### config.mk
export PLATFORM = sky130hd
export DESIGN_NAME = ir_queue
export DESIGN_NICKNAME = d
export VERILOG_FILES = /design/src/rtl/mips_ir_pkg.sv /design/src/rtl/ir_queue_fifo.sv /design/src/rtl/ir_queue.sv
export SDC_FILE = /design/constraint.sdc
export NUM_CORES = 1
export LEC_CHECK = 0
export BUFFER_PORTS_ARGS = -buffer_cell sky130_fd_sc_hd__buf_2
export CAP_MARGIN = 20
export CORE_ASPECT_RATIO = 0.9
export CORE_MARGIN = 8
export CORE_UTILIZATION = 52
export DETAILED_ROUTE_END_ITERATION = 8
export HOLD_SLACK_MARGIN = 0.08
export PLACE_DENSITY = 0.84
export SLEW_MARGIN = 20
export SYNTH_ARGS = -nofsm -noshare
export SYNTH_HDL_FRONTEND = slang
export SYNTH_SLANG_ARGS = --single-unit
### constraint.sdc
create_clock -name clk -period 2.89 [get_ports clk]
set_input_delay 0.578 -clock clk [delete_from_list [all_inputs] [get_ports clk]]
set_output_delay 0.578 -clock clk [all_outputs]
set_load 0.005 [all_outputs]
### src/rtl/mips_ir_pkg.sv
// mips_ir_pkg: shared definitions for the MIPS instruction register slice.
//   - bit positions of every decoded instruction field
//   - ins_t instruction word type and NOP_INS constant
//   - ir_fields_t decoded field bundle plus decode() helper
package mips_ir_pkg;

  localparam int unsigned OP_HI  = 31;
  localparam int unsigned OP_LO  = 26;
  localparam int unsigned RS_HI  = 25;
  localparam int unsigned RS_LO  = 21;
  localparam int unsigned RT_HI  = 20;
  localparam int unsigned RT_LO  = 16;
  localparam int unsigned RD_HI  = 15;
  localparam int unsigned RD_LO  = 11;
  localparam int unsigned SH_HI  = 10;
  localparam int unsigned SH_LO  = 6;
  localparam int unsigned FN_HI  = 5;
  localparam int unsigned FN_LO  = 0;
  localparam int unsigned IMM_HI = 15;
  localparam int unsigned IMM_LO = 0;
  localparam int unsigned ABS_HI = 25;
  localparam int unsigned ABS_LO = 0;

  typedef logic [31:0] ins_t;

  localparam ins_t NOP_INS = 32'h0000_0000;

  typedef struct packed {
    logic [5:0]  op;
    logic [4:0]  rs;
    logic [4:0]  rt;
    logic [4:0]  rd;
    logic [4:0]  shamt;
    logic [5:0]  func;
    logic [15:0] imm;
    logic [25:0] imm_abs;
  } ir_fields_t;

  function automatic ir_fields_t decode(input ins_t w);
    ir_fields_t f;
    f.op      = w[OP_HI:OP_LO];
    f.rs      = w[RS_HI:RS_LO];
    f.rt      = w[RT_HI:RT_LO];
    f.rd      = w[RD_HI:RD_LO];
    f.shamt   = w[SH_HI:SH_LO];
    f.func    = w[FN_HI:FN_LO];
    f.imm     = w[IMM_HI:IMM_LO];
    f.imm_abs = w[ABS_HI:ABS_LO];
    return f;
  endfunction

endpackage

### src/rtl/ir_queue_fifo.sv
// ir_queue_fifo: DEPTH-entry FIFO storage with head/tail pointers and count.
//   clk, rst   : clock, async active-high reset
//   push, pop  : enqueue din / dequeue head (caller guarantees legality)
//   clear      : synchronous empty, overrides push/pop
//   din, dout  : write data / head-of-queue data
//   count      : occupancy 0..DEPTH
module ir_queue_fifo #(
  parameter int unsigned DEPTH = 4,
  parameter int unsigned W     = 64
) (
  input  logic                     clk,
  input  logic                     rst,
  input  logic                     push,
  input  logic                     pop,
  input  logic                     clear,
  input  logic [W-1:0]             din,
  output logic [W-1:0]             dout,
  output logic [$clog2(DEPTH):0]   count
);

  localparam int unsigned PTR_W = $clog2(DEPTH);
  localparam int unsigned CNT_W = PTR_W + 1;

  logic [W-1:0]     mem [DEPTH];
  logic [PTR_W-1:0] head;
  logic [PTR_W-1:0] tail;

  always_ff @(posedge clk) begin
    if (push && !clear) mem[tail] <= din;
  end

  // DEPTH is a power of two, so pointer increments wrap on their own.
  always_ff @(posedge clk or posedge rst) begin
    if (rst) begin
      head  <= '0;
      tail  <= '0;
      count <= '0;
    end else if (clear) begin
      head  <= '0;
      tail  <= '0;
      count <= '0;
    end else begin
      if (push) tail <= tail + PTR_W'(1);
      if (pop)  head <= head + PTR_W'(1);
      if (push && !pop)      count <= count + CNT_W'(1);
      else if (pop && !push) count <= count - CNT_W'(1);
    end
  end

  assign dout = mem[head];

endmodule

### src/rtl/ir_queue.sv
// ir_queue: instruction register fed by a prefetch FIFO of PC-tagged words.
//   clk, rst            : clock, async active-high reset
//   in_valid/in_ins/in_pc, in_ready : fetch-side handshake
//   IR_Write            : advance IR to the next instruction
//   flush               : discard queue and IR (highest priority)
//   ir_valid, ir_pc     : IR status and PC tag
//   OpCode..Imm_abs     : fields sliced from the registered IR word
//   count               : FIFO occupancy (IR not included)
module ir_queue
  import mips_ir_pkg::*;
#(
  parameter int unsigned DEPTH = 4,
  parameter int unsigned PC_W  = 32
) (
  input  logic                    clk,
  input  logic                    rst,
  input  logic                    in_valid,
  input  logic [31:0]             in_ins,
  input  logic [PC_W-1:0]         in_pc,
  output logic                    in_ready,
  input  logic                    IR_Write,
  input  logic                    flush,
  output logic                    ir_valid,
  output logic [PC_W-1:0]         ir_pc,
  output logic [5:0]              OpCode,
  output logic [4:0]              rs,
  output logic [4:0]              rt,
  output logic [4:0]              rd,
  output logic [4:0]              shamt,
  output logic [5:0]              func,
  output logic [15:0]             Imm,
  output logic [25:0]             Imm_abs,
  output logic [$clog2(DEPTH):0]  count
);

  localparam int unsigned CNT_W = $clog2(DEPTH) + 1;
  localparam int unsigned W     = 32 + PC_W;

  ins_t            ir_word;
  ir_fields_t      f;
  logic [W-1:0]    head_data;
  ins_t            head_ins;
  logic [PC_W-1:0] head_pc;
  logic            empty, full, pop, push, bypass;

  assign empty  = (count == '0);
  assign full   = (count == CNT_W'(DEPTH));
  assign pop    = IR_Write && !flush && !empty;
  assign bypass = IR_Write && !flush && empty && in_valid;
  assign in_ready = !full || pop;
  assign push   = in_valid && in_ready && !flush && !bypass;

  assign {head_ins, head_pc} = head_data;

  ir_queue_fifo #(.DEPTH(DEPTH), .W(W)) u_fifo (
    .clk   (clk),
    .rst   (rst),
    .push  (push),
    .pop   (pop),
    .clear (flush),
    .din   ({in_ins, in_pc}),
    .dout  (head_data),
    .count (count)
  );

  always_ff @(posedge clk or posedge rst) begin
    if (rst) begin
      ir_word  <= NOP_INS;
      ir_pc    <= '0;
      ir_valid <= 1'b0;
    end else if (flush) begin
      ir_word  <= NOP_INS;
      ir_pc    <= '0;
      ir_valid <= 1'b0;
    end else if (IR_Write) begin
      if (pop) begin
        ir_word  <= head_ins;
        ir_pc    <= head_pc;
        ir_valid <= 1'b1;
      end else if (bypass) begin
        ir_word  <= in_ins;
        ir_pc    <= in_pc;
        ir_valid <= 1'b1;
      end else begin
        ir_word  <= NOP_INS;
        ir_pc    <= '0;
        ir_valid <= 1'b0;
      end
    end
  end

  assign f       = decode(ir_word);
  assign OpCode  = f.op;
  assign rs      = f.rs;
  assign rt      = f.rt;
  assign rd      = f.rd;
  assign shamt   = f.shamt;
  assign func    = f.func;
  assign Imm     = f.imm;
  assign Imm_abs = f.imm_abs;

endmodule
==> impl_metrics.json, run 1 <==
{
  "core_um2": 24320,
  "cts-root-buf": "clkbuf_16",
  "power.share.clock_pct": 35.6,
  "leakage_nw": 5.870,
  "synth_most_common_cell": "edfxtp_1",
  "insertion_delay_ns": 0.54,
  "synth.area.top_cells": "edfxtp_1 (60%), dfrtp_1 (14%), mux4_2 (11%)",
  "yosys-top-cells-count": "edfxtp_1 (256), dfrtp_1 (72), and3_1 (66)",
  "cp.required_ns": 2.31,
  "gp_congestion": 0.7519,
  "grt_max_degree": 68,
  "crit_type": "register to primary output",
  "switching_share_pct": 22.98,
  "final_cell_area_um2": 14940,
  "netlist.area_leader.share_pct": 59.57,
  "worstMarginPinSlew_ns": 0.7185,
  "gr-total-overflow": 0,
  "post-route-period-util_pct": 74.12,
  "setup_slack_ns": 0.7480,
  "fin_tns_setup_ns": 0,
  "vias": 6802,
  "track_usage_pct": 17.26,
  "synth_area_um2": 12900,
  "synthArstFlopShare_pct": 21.95,
  "start_util_pct": 53.06,
  "layout-drive-gt1-share_pct": 38.63,
  "die-area_um2": 30120,
  "crit_start": "u_fifo.count[1]",
  "clock_path_buffers": 3,
  "ys_seq_area_share_pct": 73.53,
  "max-vdd-ir-drop_mv": 0.4029,
  "hold_viol_final": 0,
  "drt_iter0_drc": 487,
  "cts_num_sinks": 328,
  "cts.repair.resized": 0,
  "rows": 54,
  "dp_hpwl_um": 16310,
  "arrival_ns": 1.56,
  "synth_cell_types": 32,
  "power_density_nw_per_um2": 709.5,
  "critPathMaxFanout": 7,
  "htreeDepth": 1,
  "max-slew-margin-rel_pct": 52.10,
  "min_period_ns": 2.142,
  "synth_fp_nets": 737,
  "wl_um": 26660,
  "drv_slew": 0,
  "cts_tree": "done",
  "dr.pass1.iters": 5,
  "synth_edf_count": 256,
  "yosysWarningCount": 0,
  "worstHoldStart": "in_pc[0]",
  "grt_pass1_vias": 7063,
  "setup_viol": 0,
  "drc": 0,
  "yosysTopAreaCell": "edfxtp_1",
  "internal_power_mw": 8.166,
  "antenna_found_initial": 1,
  "die_h_um": 165.5,
  "cp.buffers_inverters": 1,
  "fillCellCount": 1694,
  "cap_violations": 0,
  "portBuffers": 179,
  "timing.hold.worst.class": "primary input to register",
  "pre_cts_slack_ns": 0.5492,
  "start_kind": "register",
  "status": "finished, final reports clean",
  "cp_slowest_stage_delay_ns": 0.46,
  "grt_pass1_wl_um": 40790,
  "chipWidth_um": 182.1,
  "fin_nets": 881,
  "dominantRegCellSynth": "edfxtp_1",
  "cts_buffers": 31,
  "place_area_um2": 13970,
  "vias_per_cell": 5.972,
  "area_delta_synth_final_pct": 15.80,
  "clkTransAtPathRegs_ns": 0.06,
  "skew_ns": 0.007618,
  "avgSynthCellArea_um2": 19.46,
  "postRouteAntennaNets": 0,
  "crit_chain": "nor2_1 -> nand3_1 -> buf_2",
  "antennaDiodeCount": 0,
  "syn_inst": 663,
  "critPathTopFamily": "flip-flops",
  "reg2reg_from": "u_fifo.count[1]",
  "routedWlPerCell_um": 23.41,
  "rsz0062_at_grt": "no",
  "p_comb_share_pct": 12.6,
  "switching_power_mw": 2.436,
  "slowest_stage": "dfrtp_1",
  "synth_seq_cells": 328,
  "power_mw": 10.60,
  "endpoint_kind": "primary output",
  "sequentialPowerShare_pct": 51.8,
  "io_pins": 180,
  "fmax_mhz": 466.8
}
-- layout by cell type (no fill, tap or decap), types with 3 or more instances in the layout --
master       n
a211oi_1     3
mux4_2      64
clkinv_1     3
clkinv_2     9
buf_2      179
and2_4       4
a221o_1     64
buf_4        4
inv_1        5
xor2_1       4
edfxtp_1   256
ha_1         4
clkbuf_16   31
nand2_1      3
a21oi_1      4
clkbuf_1     7
clkbuf_8     4
buf_12      13
dfrtp_1     70
nor2_1       7
nand2b_1     3
and3_1      66
-- sequential cells by signal, summed over array words and instances (netlist names) --
name,flops
u_fifo.mem,256
ir_valid,1
ir_word,32
u_fifo.head,2
u_fifo.count,3
u_fifo.tail,2
ir_pc,32
-- cell type report --
class	instances	area (um2)	share of cell area, %
Tap cell	308	385.4	2.579
Clock inverter	15	103.9	0.6949
Inverter	6	23.77	0.1591
Timing Repair Buffer	197	1196	8.004
Clock buffer	42	857.1	5.735
Sequential cell	328	9494	63.53
Multi-Input combinational cell	243	2884	19.30
-- timing repair --
item,in CTS,in global routing
hold buffers,1,0
setup buffers,0,0
endpoints found under the hold margin,8,0
-- cell families after synthesis --
| group | after synthesis | share of synthesized area (%) |
|---|---|---|
| AND/OR/NAND/NOR | 92 | 4.373 |
| multiplexers | 67 | 11.42 |
| adder cells (fa/ha/maj) | 5 | 0.5430 |
| buffers and inverters | 92 | 4.314 |
| XOR/XNOR | 5 | 0.3393 |
| AO/OA/AOI/OAI | 74 | 5.478 |
| flip-flops | 328 | 73.53 |
-- power groups by stage --
stage	clock (mW)	sequential [mW]	combinational, mW
floorplan	0	5.57	0.912
global placement	0	5.58	1.33
detailed placement	0	5.59	1.35
CTS	3.86	5.49	1.36
global route	4.04	5.52	1.45
finish	3.78	5.49	1.33
-- layer usage --
metal	GRT usage (%)	vias to the layer above	wire length, um
li1	-	2970	-
met1	22.71	3515	11050
met2	29.54	287	13220
met3	3.981	28	2050
met4	3.165	2	334
met5	0	-	10
-- worst reg2reg max path: stages, from the launching register on --
cell and delay (ns):
dfrtp_1 0.46, nor2_1 0.29, a211oi_1 0.15, fa_1 0.42, nor3b_1 0.25, a211oi_1 0.08
a2111oi_0 0.36
-- worst paths after layout --
| check | to | slack, ns | cells past startpoint |
|---|---|---|---|
| setup / recovery | in_ready | 0.75 | 3 |
| hold / removal | u_fifo.mem[0][0] | 0.27 | 1 |
| setup reg to reg | u_fifo.count[2] | 0.77 | 6 |
| hold reg to reg | ir_pc[23] | 0.51 | 1 |
| max in group asynchronous | u_fifo.head[0] | 1.59 | 4 |
| min in group asynchronous | ir_pc[24] | 0.64 | 3 |
-- stage by stage --
step	util, %	cells	hold WS [ns]
floorplan	-	663	0.5023
global placement	57.45	1081	0.4913
detailed placement	57.45	1081	0.4892
CTS	61.44	1139	0.2483
global route	61.44	1139	0.2572
finish	61.44	1139	0.2706
Note: power is estimated with default switching activity, not from simulation.
==> run 2: changes to the inputs <==
Clock period 2.89 ns to 1.9 ns, I/O delays scaled along.
==> run 2 against run 1 <==
Combinational power increased by 73%. Worst setup slack got worse by 0.73 ns. Final area increased by 4.0%. Global-route usage increased by 2.5 points. Critical path depth increased by 1. Die area unchanged. Register-to-register slack got worse by 0.75 ns. Flip-flop and latch count unchanged. Core utilization increased by 2.5 points. Sequential power increased by 53%. Critical path type is now register to register. Largest power group unchanged.
==> impl_metrics.json, run 2 (synthesized netlist as in run 1, its figures left out) <==
{
  "wl_met1_um": 12430,
  "post-route-period-util_pct": 99.03,
  "vias_per_cell": 6.206,
  "max-slew-margin-rel_pct": 69.52,
  "power_density_nw_per_um2": 1106,
  "start_util_pct": 53.06,
  "reg2reg_to": "ir_pc[9]",
  "vias": 7230,
  "track_usage_pct": 19.72,
  "start_kind": "register",
  "min_period_ns": 1.881,
  "fin_nets": 908,
  "rows": 54,
  "fin_cells": 1165,
  "fin_tns_setup_ns": 0,
  "io_pins": 180,
  "layout_common_cells": "edfxtp_1 (256), buf_2 (179), dfrtp_1 (69), mux4_2 (64), a221o_1 (64)",
  "die-area_um2": 30120,
  "reg.largest.list": "u_fifo.mem (256), ir_pc (32), ir_word (32)",
  "hold_viol_final": 0,
  "htreeDepth": 2,
  "antenna_found_initial": 5,
  "postRouteAntennaNets": 0,
  "die_h_um": 165.5,
  "skew_ns": 0.01735,
  "grt_max_degree": 73,
  "largest_register_ffs": 256,
  "pre_cts_slack_ns": -0.09935,
  "max-vdd-ir-drop_mv": 0.7648,
  "chipWidth_um": 182.1,
  "wl_met3_um": 2896,
  "cts_num_sinks": 328,
  "cts_buffers": 34,
  "reg2reg_from": "u_fifo.head[0]",
  "slowest_stage": "mux4_2",
  "drv_slew": 0,
  "cp_slowest_stage_delay_ns": 0.52,
  "area_delta_synth_final_pct": 20.47,
  "wl_um": 29850,
  "insertion_delay_ns": 0.50,
  "final_common_cell": "edfxtp_1",
  "drt_iter0_drc": 661,
  "leakage_nw": 6.052,
  "cts_setup_buffers": 0,
  "status": "finished, final reports clean",
  "regMostFlops": "u_fifo.mem",
  "arrival_ns": 2.25,
  "cts-root-buf": "clkbuf_16",
  "rsz0062_at_grt": "yes",
  "timing.hold.worst.class": "primary input to register",
  "crit_start": "u_fifo.head[0]",
  "fin_util_pct": 63.91,
  "timing.hold.ws_ns": 0.1118,
  "drc": 0,
  "core_um2": 24320,
  "r2r_cells": 4,
  "crit_chain": "buf_12 -> mux4_2 -> and3_4 -> a221o_1",
  "top_layer": "met5",
  "cts_tree": "done",
  "clock_path_buffers": 3,
  "routedWlPerCell_um": 25.62,
  "r2r_slack_ns": 0.02,
  "clkTransAtPathRegs_ns": 0.06,
  "crit_type": "register to register",
  "endpoint": "ir_pc[9]",
  "dp_hpwl_um": 18030,
  "critPathMaxFanout": 20,
  "wl_met2_um": 13930,
  "portBuffers": 179,
  "dr.pass1.iters": 5,
  "endpoint_kind": "register",
  "gr-total-overflow": 0,
  "cap_violations": 0,
  "gp_congestion": 0.8075,
  "setup_slack_ns": 0.01850,
  "antennaDiodeCount": 0,
  "dp_cells": 1105,
  "layout-drive-gt1-share_pct": 43.06,
  "grt_pass1_wl_um": 45530,
  "fmax_mhz": 531.5,
  "cp.required_ns": 2.27,
  "worstMarginPinSlew_ns": 0.4572,
  "setup_viol": 0,
  "grt_pass1_vias": 7643
}
run 2: cell types whose count changed in the layout (fill, tap and decap cells not counted), moves of 2 or more:
cell       previous run  this run
and3_1               66        46
and3_4                0        20
buf_12               13        25
buf_4                 4        15
clkbuf_16            31        37
clkinv_1              3         5
clkinv_2              9         2
run 2: report_power, final:
| part | total [mW] | leakage, nW | internal [mW] | switching (mW) |
|---|---|---|---|---|
| registers | 8.38 | 3.28 | 8.15 | 0.231 |
| clock network | 6.51 | 0.536 | 3.93 | 2.58 |
| logic | 2.30 | 2.23 | 1.15 | 1.15 |
run 2: metal layers:
layer,GRT usage [%],vias up
met3,5.359,52
met2,30.84,394
li1,-,3027
met1,27.21,3747
met4,5.473,10
met5,0,-
run 2: worst max-delay path, delay by kind of cell (launching register included):
kind            cells  cell delay (ns)
compound gates      1             0.30
buf+inv             1             0.22
flops               1             0.50
mux                 1             0.52
simple gates        1             0.19
run 2: layout make-up:
| cell class | instances | area [um2] |
|---|---|---|
| tap | 308 | 385.4 |
| clock inverter | 11 | 105.1 |
| sequential | 328 | 9495 |
| timing repair buffer | 221 | 1530 |
| fill | 1642 | 8777 |
| inverter | 6 | 26.28 |
| clock buffer | 48 | 997.2 |
| multi-input combinational | 243 | 3007 |
run 2: worst min path at each step:
stage                    start                end  slack (ns)  cells past startpoint
floorplan             in_pc[0]   u_fifo.mem[0][0]        0.48                      0
global placement     ir_pc[20]          ir_pc[20]        0.49                      1
detailed placement   ir_pc[12]          ir_pc[12]        0.50                      1
CTS                  in_pc[30]  u_fifo.mem[1][30]        0.09                      1
global route         in_pc[12]  u_fifo.mem[1][12]        0.11                      1
finish              in_ins[31]  u_fifo.mem[2][63]        0.11                      1
run 2: repair_timing:
| item | in CTS | in global routing |
|---|---|---|
| hold buffers | 1 | 0 |
| hold endpoints to repair | 72 | 0 |
| resized for setup | 3 | 24 |
| endpoints found under the setup margin | 3 | 23 |
| pin swaps | 0 | 2 |
run 2: through the flow:
stage	power [mW]	area [um2]
5_1_grt	17.76	15550
3_3_place_gp	10.68	14310
2_1_floorplan	9.861	12920
3_5_place_dp	10.77	14310
6_report	17.19	15550
4_1_cts	17.28	15430
==> run 3: changes to the inputs <==
==> constraint.sdc (replaced) <==
create_clock -name clk -period 1.9 [get_ports clk]
set_input_delay 0.095 -clock clk [delete_from_list [all_inputs] [get_ports clk]]
set_output_delay 0.095 -clock clk [all_outputs]
set_load 0.005 [all_outputs]
==> run 3 against run 2 <==
Final cell count increased by 5.2%. Global-route usage is 0.48 points higher. Fmax increased by 0.95%. Flip-flop and latch count did not move. Register-to-register slack improved by 0.02 ns. Clock power is 9.2% lower. Critical path depth unchanged. Die area unchanged. Power down 3.2%. Via count grew 1.8%.
==> impl_metrics.json, run 3 (synthesized netlist as in run 1, its figures left out) <==
{
  "status": "finished, final reports clean",
  "slowest_stage": "mux4_2",
  "crit_start": "u_fifo.head[0]",
  "htreeDepth": 1,
  "cts-root-buf": "clkbuf_16",
  "final_cell_area_um2": 15890,
  "dp_hpwl_um": 17260,
  "postRouteAntennaNets": 0,
  "critPathMaxFanout": 16,
  "cts_setup_buffers": 0,
  "crit_chain": "buf_12 -> mux4_2 -> and3_4 -> a221o_1",
  "insertion_delay_ns": 0.55,
  "gp_congestion": 0.7881,
  "die-area_um2": 30120,
  "grt_pass1_wl_um": 46820,
  "post-route-period-util_pct": 98.09,
  "dr.pass1.iters": 5,
  "antenna_found_initial": 2,
  "layout_common_cells": "edfxtp_1 (256), buf_2 (179), dfrtp_1 (70), dlygate4sd3_1 (69)",
  "endpoint_kind": "register",
  "r2r_cells": 4,
  "cap_violations": 0,
  "leakage_nw": 6.255,
  "min_period_ns": 1.864,
  "place_area_um2": 14190,
  "start_util_pct": 53.06,
  "setup_viol": 0,
  "drc": 0,
  "io_pins": 180,
  "area_delta_synth_final_pct": 23.15,
  "drv_slew": 0,
  "worstMarginPinSlew_ns": 0.7672,
  "timing.hold.worst.class": "primary input to register",
  "rows": 54,
  "crit_type": "register to register",
  "core_um2": 24320,
  "reg2reg_to": "ir_pc[4]",
  "vias": 7359,
  "r2r_slack_ns": 0.04,
  "gr-total-overflow": 0,
  "max-vdd-ir-drop_mv": 0.9581,
  "fin_tns_setup_ns": 0,
  "cts_num_sinks": 328,
  "clock_path_buffers": 3,
  "chipWidth_um": 182.1,
  "wl_um": 30540,
  "fmax_mhz": 536.5,
  "clkTransAtPathRegs_ns": 0.06,
  "drt_iter0_drc": 579,
  "track_usage_pct": 20.20,
  "final_common_cell": "edfxtp_1",
  "cp.required_ns": 2.31,
  "cts_buffers": 31,
  "reg.largest.list": "u_fifo.mem (256), ir_pc (32), ir_word (32)",
  "arrival_ns": 2.28,
  "vias_per_cell": 6.002,
  "regMostFlops": "u_fifo.mem",
  "hold_viol_final": 0,
  "cts_tree": "done",
  "reg2reg_from": "u_fifo.head[0]",
  "die_h_um": 165.5,
  "grt_pass1_vias": 7854,
  "skew_ns": 0.01203,
  "start_kind": "register",
  "fin_nets": 966,
  "routedWlPerCell_um": 24.91,
  "rsz0062_at_grt": "yes",
  "endpoint": "ir_pc[4]",
  "layout-drive-gt1-share_pct": 37.34,
  "portBuffers": 179,
  "power_density_nw_per_um2": 1047,
  "max-slew-margin-rel_pct": 48.73,
  "grt_max_degree": 65,
  "cp_slowest_stage_delay_ns": 0.52,
  "largest_register_ffs": 256
}
[run 3: area by class of cell]
class	instances	area (um2)
clock inverter	21	171.4
antenna	2	5.005
multi-input combinational	243	2924
fill	1570	8431
timing repair buffer	282	2092
tap	308	385.4
sequential	328	9494
clock buffer	36	794.5
inverter	6	26.28
[run 3: power breakdown]
group | total [mW] | internal [mW] | switching (mW)
Clock | 5.91 | 3.38 | 2.53
Combinational | 2.35 | 1.20 | 1.15
Sequential | 8.37 | 8.15 | 0.224
[run 3: metrics by stage]
stage	util (%)	hold slack, ns	worst slack (ns)	total power [mW]	instances
after floorplan	-	0.1939	0.003877	9.860	663
after global placement	58.36	0.06487	0.1076	10.66	1098
after detailed placement	58.36	0.07083	-0.01409	10.74	1098
after CTS	65.17	0.2893	0.009962	16.71	1224
after global routing	65.34	0.3097	-0.06044	17.24	1226
final	65.34	0.3237	0.03623	16.63	1226
[run 3: per-layer routing]
layer | vias to the layer above | routed length (um) | global-route usage (%)
met5 | - | 0 | 0
met4 | 0 | 548 | 4.468
met3 | 45 | 2734 | 4.724
met2 | 360 | 15020 | 34.39
met1 | 3808 | 12240 | 26.42
li1 | 3146 | - | -
[run 3: worst min path at each step]
| stage | depth (start not counted) | from | to | slack (ns) |
|---|---|---|---|---|
| floorplan | 0 | in_pc[0] | u_fifo.mem[0][0] | 0.19 |
| global placement | 2 | rst | ir_pc[21] | 0.06 |
| detailed placement | 2 | rst | ir_pc[28] | 0.07 |
| CTS | 2 | in_ins[12] | u_fifo.mem[2][44] | 0.29 |
| global route | 2 | in_ins[2] | u_fifo.mem[0][34] | 0.31 |
| finish | 2 | in_ins[25] | u_fifo.mem[0][57] | 0.32 |
[run 3: worst max-delay path: cells and delay by family, from the launching register on]
family | cells | cell delay [ns]
DFF | 1 | 0.50
and+or+nand+nor | 1 | 0.19
buffers and inverters | 1 | 0.21
AOI/OAI and AO/OA | 1 | 0.30
muxes | 1 | 0.52
[run 3: timing repair]
item                                   in CTS  in global routing
gates resized for setup                     1                  8
gates cloned                                0                  0
setup endpoints to repair                   1                  4
hold buffers                               69                  0
pin swaps                                   0                  1
endpoints found under the hold margin     398                  0
